**config.mk**
```make
export PLATFORM = sky130hd
export DESIGN_NAME = uart_rx_ctrl_flat
export DESIGN_NICKNAME = d
export VERILOG_FILES = /design/src/rtl/uart_rx_ctrl_if.sv /design/src/rtl/uart_rx_ctrl.sv /design/src/flat_wrapper.sv
export SDC_FILE = /design/constraint.sdc
export NUM_CORES = 1
export LEC_CHECK = 0
export ABC_AREA = 1
export CORE_UTILIZATION = 30
export CTS_BUF_LIST = sky130_fd_sc_hd__clkbuf_8
export CTS_CLUSTER_DIAMETER = 60
export DETAILED_ROUTE_END_ITERATION = 8
export PLACE_DENSITY = 0.49
export REMOVE_ABC_BUFFERS = 1
export SYNTH_ARGS = -nofsm -noshare
export SYNTH_HDL_FRONTEND = slang
export SYNTH_SLANG_ARGS = --single-unit
```
**constraint.sdc**
```tcl
create_clock -name clk -period 2.7 [get_ports clk]
set_clock_uncertainty 0.05 [all_clocks]
set_input_delay 0.81 -clock clk [delete_from_list [all_inputs] [get_ports clk]]
set_output_delay 0.81 -clock clk [all_outputs]
set_load 0.005 [all_outputs]
```
**src/rtl/uart_rx_ctrl_if.sv**
```systemverilog
// Host read port of the receive FIFO: pop strobe plus show-ahead head entry and fill status.
interface uart_rx_ctrl_if #(
    parameter int DEPTH = 4
);
    localparam int LVL_W = $clog2(DEPTH) + 1;

    logic             i_rd_en;
    logic [7:0]       o_rd_data;
    logic             o_rd_perr;
    logic             o_empty;
    logic             o_full;
    logic [LVL_W-1:0] o_level;

    modport master (
        output i_rd_en,
        input  o_rd_data, o_rd_perr, o_empty, o_full, o_level
    );

    modport slave (
        input  i_rd_en,
        output o_rd_data, o_rd_perr, o_empty, o_full, o_level
    );
endinterface

```
**src/rtl/uart_rx_ctrl.sv**
```systemverilog
// Receive-side controller: frame tracking, deferred frame-format configuration,
// character FIFO with parity flags, timeout/threshold interrupt and sticky errors.
module uart_rx_ctrl #(
    parameter int DEPTH        = 4,
    parameter int THRESH       = 2,
    parameter int TIMEOUT_BITS = 4,
    parameter int WDOG_TICKS   = 192
) (
    input  logic             clk,
    input  logic             rst_n,
    input  logic             rx_tick,
    input  logic             i_rx_serial,
    input  logic [1:0]       i_cfg_num_bit_data,
    input  logic             i_cfg_parity_en,
    input  logic             i_cfg_parity_type,
    input  logic             i_cfg_wr,
    output logic [1:0]       o_num_bit_data,
    output logic             o_parity_en,
    output logic             o_parity_type,
    output logic             o_cfg_pending,
    input  logic [7:0]       i_rx_data,
    input  logic             i_rx_done,
    input  logic             i_parity_err,
    uart_rx_ctrl_if.slave    host,
    input  logic             i_clr_err,
    output logic             o_overrun,
    output logic             o_frame_to,
    output logic             o_irq
);
    localparam int PTR_W    = $clog2(DEPTH);
    localparam int LVL_W    = PTR_W + 1;
    localparam int TO_TICKS = TIMEOUT_BITS * 16;
    localparam int TO_W     = $clog2(TO_TICKS);
    localparam int WD_W     = $clog2(WDOG_TICKS + 1);

    typedef enum logic {IDLE, FRAME} state_e;

    state_e            state_q, state_d;
    logic              rx_meta_q, rx_sync_q;
    logic [WD_W-1:0]   wdog_q, wdog_d;
    logic              wdog_expire;
    logic              enter_frame;

    logic [1:0]        nbd_q, nbd_d, pend_nbd_q, pend_nbd_d;
    logic              pen_q, pen_d, pend_pen_q, pend_pen_d;
    logic              ptype_q, ptype_d, pend_ptype_q, pend_ptype_d;
    logic              pending_q, pending_d;
    logic              apply;

    logic [8:0]        mem_q [DEPTH];
    logic [PTR_W-1:0]  wr_ptr_q, wr_ptr_d, rd_ptr_q, rd_ptr_d, rd_next;
    logic [LVL_W-1:0]  level_q, level_d;
    logic [8:0]        head_q, head_d, wdata;
    logic              empty, full, do_push, do_pop, ovr_set;

    logic [TO_W-1:0]   to_cnt_q, to_cnt_d;
    logic              to_flag_q, to_flag_d;
    logic              overrun_q, overrun_d, frame_to_q, frame_to_d, irq_q, irq_d;

    // Frame FSM: rx_done ends the frame ahead of a simultaneous watchdog expiry.
    always_comb begin
        state_d     = state_q;
        wdog_d      = wdog_q;
        wdog_expire = 1'b0;
        case (state_q)
            IDLE: begin
                wdog_d = '0;
                if (!rx_sync_q) state_d = FRAME;
            end
            FRAME: begin
                if (i_rx_done) begin
                    state_d = IDLE;
                end else if (rx_tick) begin
                    if (wdog_q == WD_W'(WDOG_TICKS - 1)) begin
                        state_d     = IDLE;
                        wdog_expire = 1'b1;
                    end else begin
                        wdog_d = wdog_q + 1'b1;
                    end
                end
            end
            default: state_d = IDLE;
        endcase
    end

    assign enter_frame = (state_q == IDLE) && !rx_sync_q;

    // A write landing on the apply cycle stays pending; the older values go out.
    always_comb begin
        apply        = pending_q && (state_q == IDLE) && rx_sync_q;
        nbd_d        = apply ? pend_nbd_q   : nbd_q;
        pen_d        = apply ? pend_pen_q   : pen_q;
        ptype_d      = apply ? pend_ptype_q : ptype_q;
        pend_nbd_d   = i_cfg_wr ? i_cfg_num_bit_data : pend_nbd_q;
        pend_pen_d   = i_cfg_wr ? i_cfg_parity_en    : pend_pen_q;
        pend_ptype_d = i_cfg_wr ? i_cfg_parity_type  : pend_ptype_q;
        pending_d    = i_cfg_wr | (pending_q & ~apply);
    end

    assign empty   = (level_q == '0);
    assign full    = (level_q == LVL_W'(DEPTH));
    assign do_pop  = host.i_rd_en && !empty;
    assign do_push = i_rx_done && (!full || do_pop);
    assign ovr_set = i_rx_done && full && !host.i_rd_en;
    assign wdata   = {i_parity_err, i_rx_data};
    assign rd_next = rd_ptr_q + 1'b1;

    // FIFO bookkeeping; head_q is the show-ahead copy that holds once drained.
    always_comb begin
        wr_ptr_d = do_push ? wr_ptr_q + 1'b1 : wr_ptr_q;
        rd_ptr_d = do_pop  ? rd_next         : rd_ptr_q;
        case ({do_push, do_pop})
            2'b10:   level_d = level_q + 1'b1;
            2'b01:   level_d = level_q - 1'b1;
            default: level_d = level_q;
        endcase
        head_d = head_q;
        if (do_pop) begin
            if (level_q > LVL_W'(1)) head_d = mem_q[rd_next];
            else if (do_push)        head_d = wdata;
        end else if (do_push && empty) begin
            head_d = wdata;
        end
    end

    always_comb begin
        to_cnt_d  = to_cnt_q;
        to_flag_d = to_flag_q;
        if (do_push || do_pop || enter_frame) begin
            to_cnt_d = '0;
        end else if (!empty && (state_q == IDLE) && rx_tick && !to_flag_q) begin
            if (to_cnt_q == TO_W'(TO_TICKS - 1)) to_flag_d = 1'b1;
            else                                 to_cnt_d  = to_cnt_q + 1'b1;
        end
        if (do_pop || (level_d == '0)) to_flag_d = 1'b0;

        overrun_d  = ovr_set     ? 1'b1 : (i_clr_err ? 1'b0 : overrun_q);
        frame_to_d = wdog_expire ? 1'b1 : (i_clr_err ? 1'b0 : frame_to_q);
        irq_d      = (level_d >= LVL_W'(THRESH)) | to_flag_d | overrun_d | frame_to_d;
    end

    always_ff @(posedge clk or negedge rst_n) begin
        if (!rst_n) begin
            rx_meta_q  <= 1'b1;
            rx_sync_q  <= 1'b1;
            state_q    <= IDLE;
            wdog_q     <= '0;
            nbd_q      <= 2'b11;
            pen_q      <= 1'b0;
            ptype_q    <= 1'b0;
            pending_q  <= 1'b0;
            wr_ptr_q   <= '0;
            rd_ptr_q   <= '0;
            level_q    <= '0;
            head_q     <= '0;
            to_cnt_q   <= '0;
            to_flag_q  <= 1'b0;
            overrun_q  <= 1'b0;
            frame_to_q <= 1'b0;
            irq_q      <= 1'b0;
        end else begin
            rx_meta_q  <= i_rx_serial;
            rx_sync_q  <= rx_meta_q;
            state_q    <= state_d;
            wdog_q     <= wdog_d;
            nbd_q      <= nbd_d;
            pen_q      <= pen_d;
            ptype_q    <= ptype_d;
            pending_q  <= pending_d;
            wr_ptr_q   <= wr_ptr_d;
            rd_ptr_q   <= rd_ptr_d;
            level_q    <= level_d;
            head_q     <= head_d;
            to_cnt_q   <= to_cnt_d;
            to_flag_q  <= to_flag_d;
            overrun_q  <= overrun_d;
            frame_to_q <= frame_to_d;
            irq_q      <= irq_d;
        end
    end

    always_ff @(posedge clk) begin
        pend_nbd_q   <= pend_nbd_d;
        pend_pen_q   <= pend_pen_d;
        pend_ptype_q <= pend_ptype_d;
        if (do_push) mem_q[wr_ptr_q] <= wdata;
    end

    assign o_num_bit_data = nbd_q;
    assign o_parity_en    = pen_q;
    assign o_parity_type  = ptype_q;
    assign o_cfg_pending  = pending_q;
    assign host.o_rd_data = head_q[7:0];
    assign host.o_rd_perr = head_q[8];
    assign host.o_empty   = empty;
    assign host.o_full    = full;
    assign host.o_level   = level_q;
    assign o_overrun      = overrun_q;
    assign o_frame_to     = frame_to_q;
    assign o_irq          = irq_q;
endmodule

```
**src/flat_wrapper.sv**
```systemverilog
// flat-port wrapper written by rule: the top's interface ports become plain ports
module uart_rx_ctrl_flat 
#(
    parameter int DEPTH        = 4,
    parameter int THRESH       = 2,
    parameter int TIMEOUT_BITS = 4,
    parameter int WDOG_TICKS   = 192
)
  (clk, rst_n, rx_tick, i_rx_serial, i_cfg_num_bit_data, i_cfg_parity_en, i_cfg_parity_type, i_cfg_wr, o_num_bit_data, o_parity_en, o_parity_type, o_cfg_pending, i_rx_data, i_rx_done, i_parity_err, i_clr_err, o_overrun, o_frame_to, o_irq, host_i_rd_en, host_o_rd_data, host_o_rd_perr, host_o_empty, host_o_full, host_o_level);
  uart_rx_ctrl_if #(.DEPTH(DEPTH)) host_i ();
  input  logic clk;
  input  logic rst_n;
  input  logic rx_tick;
  input  logic i_rx_serial;
  input  logic [1:0] i_cfg_num_bit_data;
  input  logic i_cfg_parity_en;
  input  logic i_cfg_parity_type;
  input  logic i_cfg_wr;
  output logic [1:0] o_num_bit_data;
  output logic o_parity_en;
  output logic o_parity_type;
  output logic o_cfg_pending;
  input  logic [7:0] i_rx_data;
  input  logic i_rx_done;
  input  logic i_parity_err;
  input  logic i_clr_err;
  output logic o_overrun;
  output logic o_frame_to;
  output logic o_irq;
  input wire logic [$bits(host_i.i_rd_en)-1:0] host_i_rd_en;
  output wire logic [$bits(host_i.o_rd_data)-1:0] host_o_rd_data;
  output wire logic [$bits(host_i.o_rd_perr)-1:0] host_o_rd_perr;
  output wire logic [$bits(host_i.o_empty)-1:0] host_o_empty;
  output wire logic [$bits(host_i.o_full)-1:0] host_o_full;
  output wire logic [$bits(host_i.o_level)-1:0] host_o_level;
  assign host_i.i_rd_en = host_i_rd_en;
  assign host_o_rd_data = host_i.o_rd_data;
  assign host_o_rd_perr = host_i.o_rd_perr;
  assign host_o_empty = host_i.o_empty;
  assign host_o_full = host_i.o_full;
  assign host_o_level = host_i.o_level;
  uart_rx_ctrl #(.DEPTH(DEPTH), .THRESH(THRESH), .TIMEOUT_BITS(TIMEOUT_BITS), .WDOG_TICKS(WDOG_TICKS)) u_core (.clk(clk), .rst_n(rst_n), .rx_tick(rx_tick), .i_rx_serial(i_rx_serial), .i_cfg_num_bit_data(i_cfg_num_bit_data), .i_cfg_parity_en(i_cfg_parity_en), .i_cfg_parity_type(i_cfg_parity_type), .i_cfg_wr(i_cfg_wr), .o_num_bit_data(o_num_bit_data), .o_parity_en(o_parity_en), .o_parity_type(o_parity_type), .o_cfg_pending(o_cfg_pending), .i_rx_data(i_rx_data), .i_rx_done(i_rx_done), .i_parity_err(i_parity_err), .host(host_i), .i_clr_err(i_clr_err), .o_overrun(o_overrun), .o_frame_to(o_frame_to), .o_irq(o_irq));
endmodule
```
==> impl_metrics.tcl, run 1 <==
set metrics [dict create \
    synth_common_cells "nand2_1, edfxtp_1, dfrtp_1, inv_1" \
    pre_cts_slack_ns 0.130 \
    max_slew.worst_pin.slew_ns 0.584 \
    rows 39 \
    clk_pin_slew_ns 0.09 \
    grt_pass1_wl_um 12700 \
    relSlewSlack 0.611 \
    yosys.area.top_type "edfxtp_1" \
    synth-edff-count 40 \
    maxCapViolCount 0 \
    slew_violations 0 \
    clock_latency_ns 0.36 \
    ys_seq_area_frac 0.618 \
    crit_family "buffers and inverters" \
    drive_gt1_frac 0.121 \
    crit_chain "inv_2 -> ha_4 -> nand2_1 -> inv_1 -> clkdlybuf4s50_1" \
    hp-class "reg -> reg" \
    dp_hpwl_um 5310 \
    yosysWarnings 0 \
    crit_type "reg -> out" \
    drc 0 \
    core_region_area_mm2 0.0117 \
    die_width_um 112 \
    initial_core_util 0.313 \
    first_pass_iters 4 \
    placement.io_buffers 42 \
    fmax_mhz 391 \
    syn_inst 356 \
    startpoint_type "flop" \
    area_delta_synth_final_pct 23.9 \
    endpoint_kind "primary output" \
    track_usage 0.133 \
    grt_max_degree 43 \
    final_cell_area_mm2 0.00453 \
    final_nets 447 \
    fin_util 0.388 \
    cts_tree "done" \
    synth_seq_cells 82 \
    drt_iter0_markers 119 \
    cts_buffers 9 \
    dr_total_vias 2645 \
    fin_cells 564 \
    antenna_found_initial 0 \
    setup_slack_ns 0.145 \
    setup_tns_ns 0 \
    ant_nets 0 \
    dp.cells 547 \
    die_h_um 112 \
    cp.arrival_ns 1.69 \
    hold_viol 0 \
    htreeDepth 3 \
    wl_per_cell_um 13.7 \
    powerDensity_mw_per_mm2 915 \
    worst-path-max-fanout 4 \
    placed_area_mm2 0.00431 \
    synthArstFlopShare 0.512 \
    place.gp.congestion 0.758 \
    clock_path_buffers 2 \
    dieArea_mm2 0.0126 \
    critPathMaxStageDelay_ns 0.49 \
    synth_area_leaders "edfxtp_1, dfrtp_1, nand2_1" \
    grt-ovfl-total 0 \
    fin_crit_ns 2.55 \
    clock_sinks 82 \
    io_pins 43 \
    grt_pass1_vias 2566 \
    slowest_stage "clkdlybuf4s50_1" \
    cp.required_ns 1.84 \
    via_per_inst 4.69 \
    synth_cell_types 37 \
    leakagePower_nw 1.93 \
    outcome "complete, no violations" \
    synth.avg_cell_area_um2 10.3 \
    synthFlopType "edfxtp_1" \
    rsz0062_at_grt "no" \
    diodes 0 \
    setup_violations 0 \
    synthMostInstantiatedCell "nand2_1" \
    netlist_area_mm2 0.00365 \
    cts_root_buffer "clkbuf_8" \
    worstPathBufferInverterCount 3 \
    wl_um 7720 \
    fin_crit_sh 0.946 \
    synth_top_area_share 0.329 \
    peakVddDrop_uv 286 \
]
## registers in the layout (all words and copies together) (netlist names), 2 cells and up
name	cells
u_core.head_q	9
u_core.host.o_level	3
u_core.mem_q	36
u_core.o_num_bit_data	2
u_core.pend_nbd_q	2
u_core.rd_ptr_q	2
u_core.to_cnt_q	6
u_core.wdog_q	8
u_core.wr_ptr_q	2
## per-layer routing
metal,vias up,GRT usage,routed length [µm]
met2,60,0.231,3840
met4,0,0.0489,87
li1,1321,-,-
met3,8,0.0454,352
met1,1256,0.152,3430
met5,-,0,0
## per-stage QoR
stage          power [mW]  hold WS (ns)
2_1_floorplan        2.59         0.295
3_3_place_gp         3.26         0.297
3_5_place_dp         3.27         0.301
4_1_cts              4.19         0.313
5_1_grt              4.45         0.314
6_report             4.14         0.311
## final timing paths
path                                        startpoint  slack [ns]                 end  cells after the start
worst min register to register        u_core.rx_meta_q        0.31    u_core.rx_sync_q                      0
worst min-delay path                  u_core.rx_meta_q        0.31    u_core.rx_sync_q                      0
worst max-delay path            u_core.host.o_level[1]        0.15         host_o_full                      5
min in group asynchronous                        rst_n        0.48    u_core.head_q[6]                      2
worst max register to register  u_core.host.o_level[1]        0.88  u_core.mem_q[2][7]                      8
max in group asynchronous                        rst_n        1.71  u_core.to_cnt_q[0]                      2
## placed cells by master (no fill, tap or decap), types with 2 or more instances in the layout
cell type,Yosys,final
nand2_1,78,78
clkdlybuf4s50_1,0,41
edfxtp_1,40,40
inv_1,38,38
dfrtp_1,38,38
nor2_1,26,26
o21ai_0,26,26
nand3_1,23,23
buf_4,0,12
o21ai_1,11,11
clkbuf_8,0,10
ha_1,10,9
inv_2,4,6
a21oi_1,6,6
xor2_1,5,5
o22ai_1,5,5
nor3_1,4,4
a22oi_1,4,4
dfstp_2,4,4
nand2_4,3,3
nor2_2,3,3
o21bai_1,3,3
nand3b_1,2,2
nand4_1,2,2
nand2_2,2,2
o31ai_1,2,2
o211ai_1,2,2
clkinv_4,0,2
## area by class of cell
cell class	count	area, µm²
fill	1149	7140
sequential	82	2260
multi-input combinational	227	1230
timing repair buffer	54	505
tap	143	179
inverter	42	158
clock buffer	10	138
clock inverter	6	60.1
## kinds of logic (layout without fill, tap and decap cells)
group	after synthesis	after routing	synth area share
XOR/XNOR	6	6	0.0144
adder cells (fa/ha/maj)	10	10	0.0342
flip-flops	82	82	0.618
buffers and inverters	47	112	0.0493
AND/OR/NAND/NOR	147	147	0.181
AO/OA/AOI/OAI	64	64	0.103
## where the power goes
group          switching [mW]  total (mW)  internal (mW)  leakage (nW)
Combinational           0.853        1.52          0.663         0.926
Sequential              0.137        1.74           1.60         0.894
Clock                   0.437       0.885          0.448         0.109
Total                    1.43        4.14           2.71          1.93
## timing repair
item / CTS / global route
endpoints found under the setup margin: 2 / 2
gates resized for setup: 2 / 2
hold buffers: 0 / 0
setup buffers: 1 / 0
Note: power is estimated with default switching activity, not from simulation.
==> run 2, diff against run 1 <==
--- a/config.mk
+++ b/config.mk
@@ -6,10 +6,13 @@
 export NUM_CORES = 1
 export LEC_CHECK = 0
 export ABC_AREA = 1
+export CORE_ASPECT_RATIO = 0.7
+export CORE_MARGIN = 3
 export CORE_UTILIZATION = 30
 export CTS_BUF_LIST = sky130_fd_sc_hd__clkbuf_8
 export CTS_CLUSTER_DIAMETER = 60
 export DETAILED_ROUTE_END_ITERATION = 8
+export HOLD_SLACK_MARGIN = 0.02
 export PLACE_DENSITY = 0.49
 export REMOVE_ABC_BUFFERS = 1
 export SYNTH_ARGS = -nofsm -noshare
==> run 2 against run 1 <==
- wire length grew 6.3%
- total power increased by 5.0%
- clock power up 20%
- utilization hardly changed
- flip-flop and latch count did not move
- sequential share of layout area fell by 0.57 points
- register-to-register slack worse by 0.17 ns
- hold slack got worse by 0.00093 ns
- critical endpoint is now host_o_empty
- die area rose by 7.4%
- largest cell class unchanged
- maximum frequency down 2.0%
==> impl_metrics.tcl, run 2 (synthesis gave the netlist of run 1 again) <==
set metrics [dict create \
    grt_max_degree 23 \
    startpoint_type "flop" \
    hp-start "u_core.rx_meta_q" \
    clock_latency_ns 0.36 \
    dr_total_vias 2637 \
    die_width_um 138 \
    reg2reg_depth 6 \
    slew_violations 0 \
    final_cell_area_mm2 0.00458 \
    holdPathStages 0 \
    area_delta_synth_final_pct 25.4 \
    outcome "complete, no violations" \
    ant_nets 0 \
    cp.arrival_ns 1.75 \
    htreeDepth 3 \
    r2r_start "u_core.rd_ptr_q[1]" \
    grt_pass1_wl_um 13300 \
    num-fill-cells 1184 \
    powerDensity_mw_per_mm2 948 \
    fin_crit_ns 2.61 \
    clock_path_buffers 2 \
    busiest_layer "met2" \
    hp-class "reg -> reg" \
    leakagePower_nw 1.93 \
    clk_pin_slew_ns 0.09 \
    worst-path-max-fanout 6 \
    die_h_um 98.3 \
    antenna_found_initial 0 \
    rows 33 \
    cts_buffers 9 \
    final_cell_mix "nand2_1, clkdlybuf4s50_1, edfxtp_1" \
    use_met1 0.182 \
    first_pass_iters 4 \
    layout_commonest_cell "nand2_1" \
    holdPathEnd "u_core.rx_sync_q" \
    grt_pass1_vias 2599 \
    via_per_inst 4.59 \
    placement.io_buffers 42 \
    dieArea_mm2 0.0136 \
    maxCapViolCount 0 \
    fin_crit_sh 0.965 \
    grt_use_met3 0.0371 \
    setup_violations 0 \
    place.gp.congestion 0.769 \
    hold_viol 0 \
    endpoint_kind "primary output" \
    clock_sinks 82 \
    relSlewSlack 0.571 \
    placed_area_mm2 0.00431 \
    peakVddDrop_uv 306 \
    largest_register_ffs 36 \
    r2r-end "u_core.head_q[8]" \
    final_nets 444 \
    initial_core_util 0.309 \
    max_slew.worst_pin.slew_ns 0.644 \
    io_pins 43 \
    grt-ovfl-total 0 \
    fin_hold_ws_ns 0.310 \
    grtUsageMet2 0.191 \
    wl_per_cell_um 14.3 \
    cp.required_ns 1.84 \
    fmax_mhz 384 \
    wl_um 8210 \
    rsz0062_at_grt "no" \
    setup_tns_ns 0 \
    crit_type "reg -> out" \
    r2r_setup_slack_ns 0.71 \
    cts_root_buffer "clkbuf_8" \
    drc 0 \
    top_register "u_core.mem_q" \
    dp_hpwl_um 5650 \
    diodes 0 \
    track_usage 0.129 \
    cts_tree "done" \
    drive_gt1_frac 0.124 \
    core_region_area_mm2 0.0118 \
    drt_iter0_markers 164 \
    reg_top3 "u_core.mem_q x36, u_core.head_q x9, u_core.wdog_q x8" \
]
run 2: report_power, final:
group	switching, mW	internal, mW	total, mW
Combinational	0.809	0.644	1.45
Clock	0.448	0.614	1.06
Sequential	0.228	1.60	1.83
Total	1.48	2.86	4.35
run 2: per-layer routing:
metal | wire length (µm) | up-vias
met5 | 0 | -
met4 | 152 | 0
met3 | 316 | 12
met2 | 3580 | 49
met1 | 4160 | 1258
li1 | - | 1318
run 2: stage by stage:
| step | setup slack (ns) | util | total power, mW | instances |
|---|---|---|---|---|
| floorplan | 0.606 | - | 2.59 | 351 |
| global placement | 0.163 | 0.365 | 3.25 | 557 |
| detailed placement | 0.116 | 0.365 | 3.27 | 557 |
| CTS | 0.0386 | 0.387 | 4.39 | 573 |
| global route | 0.0185 | 0.388 | 4.65 | 575 |
| finish | 0.0934 | 0.388 | 4.35 | 575 |
run 2: repair_timing:
action | CTS | global route
setup buffers | 0 | 2
endpoints found under the setup margin | 2 | 1
resized for setup | 5 | 2
hold buffers | 0 | 0
pin swaps | 0 | 0
run 2: cell type report:
type,instances,area [µm²],area share
well taps,157,196,0.0428
clock inverters,7,119,0.0259
clock buffers,9,124,0.0270
inverters,42,158,0.0344
multi-input cells,227,1230,0.269
flip-flops and latches,82,2260,0.493
repair buffers,51,495,0.108
run 2: worst max-delay path, stage by stage, from the launching register on:
cell             delay [ns]
dfrtp_2                0.46
inv_2                  0.11
ha_4                   0.17
nand2_4                0.07
inv_1                  0.08
clkdlybuf4s50_1        0.51
run 2: worst max-delay path by stage:
stage / end / slack, ns / cells past startpoint / startpoint
after floorplan: u_core.mem_q[0][0] / 0.61 / 7 / u_core.host.o_level[0]
after global placement: u_core.mem_q[1][1] / 0.16 / 6 / host_i_rd_en
after detailed placement: u_core.mem_q[3][1] / 0.12 / 6 / host_i_rd_en
after CTS: host_o_full / 0.04 / 5 / u_core.host.o_level[1]
after global routing: host_o_empty / 0.02 / 5 / u_core.host.o_level[1]
final: host_o_empty / 0.09 / 5 / u_core.host.o_level[0]
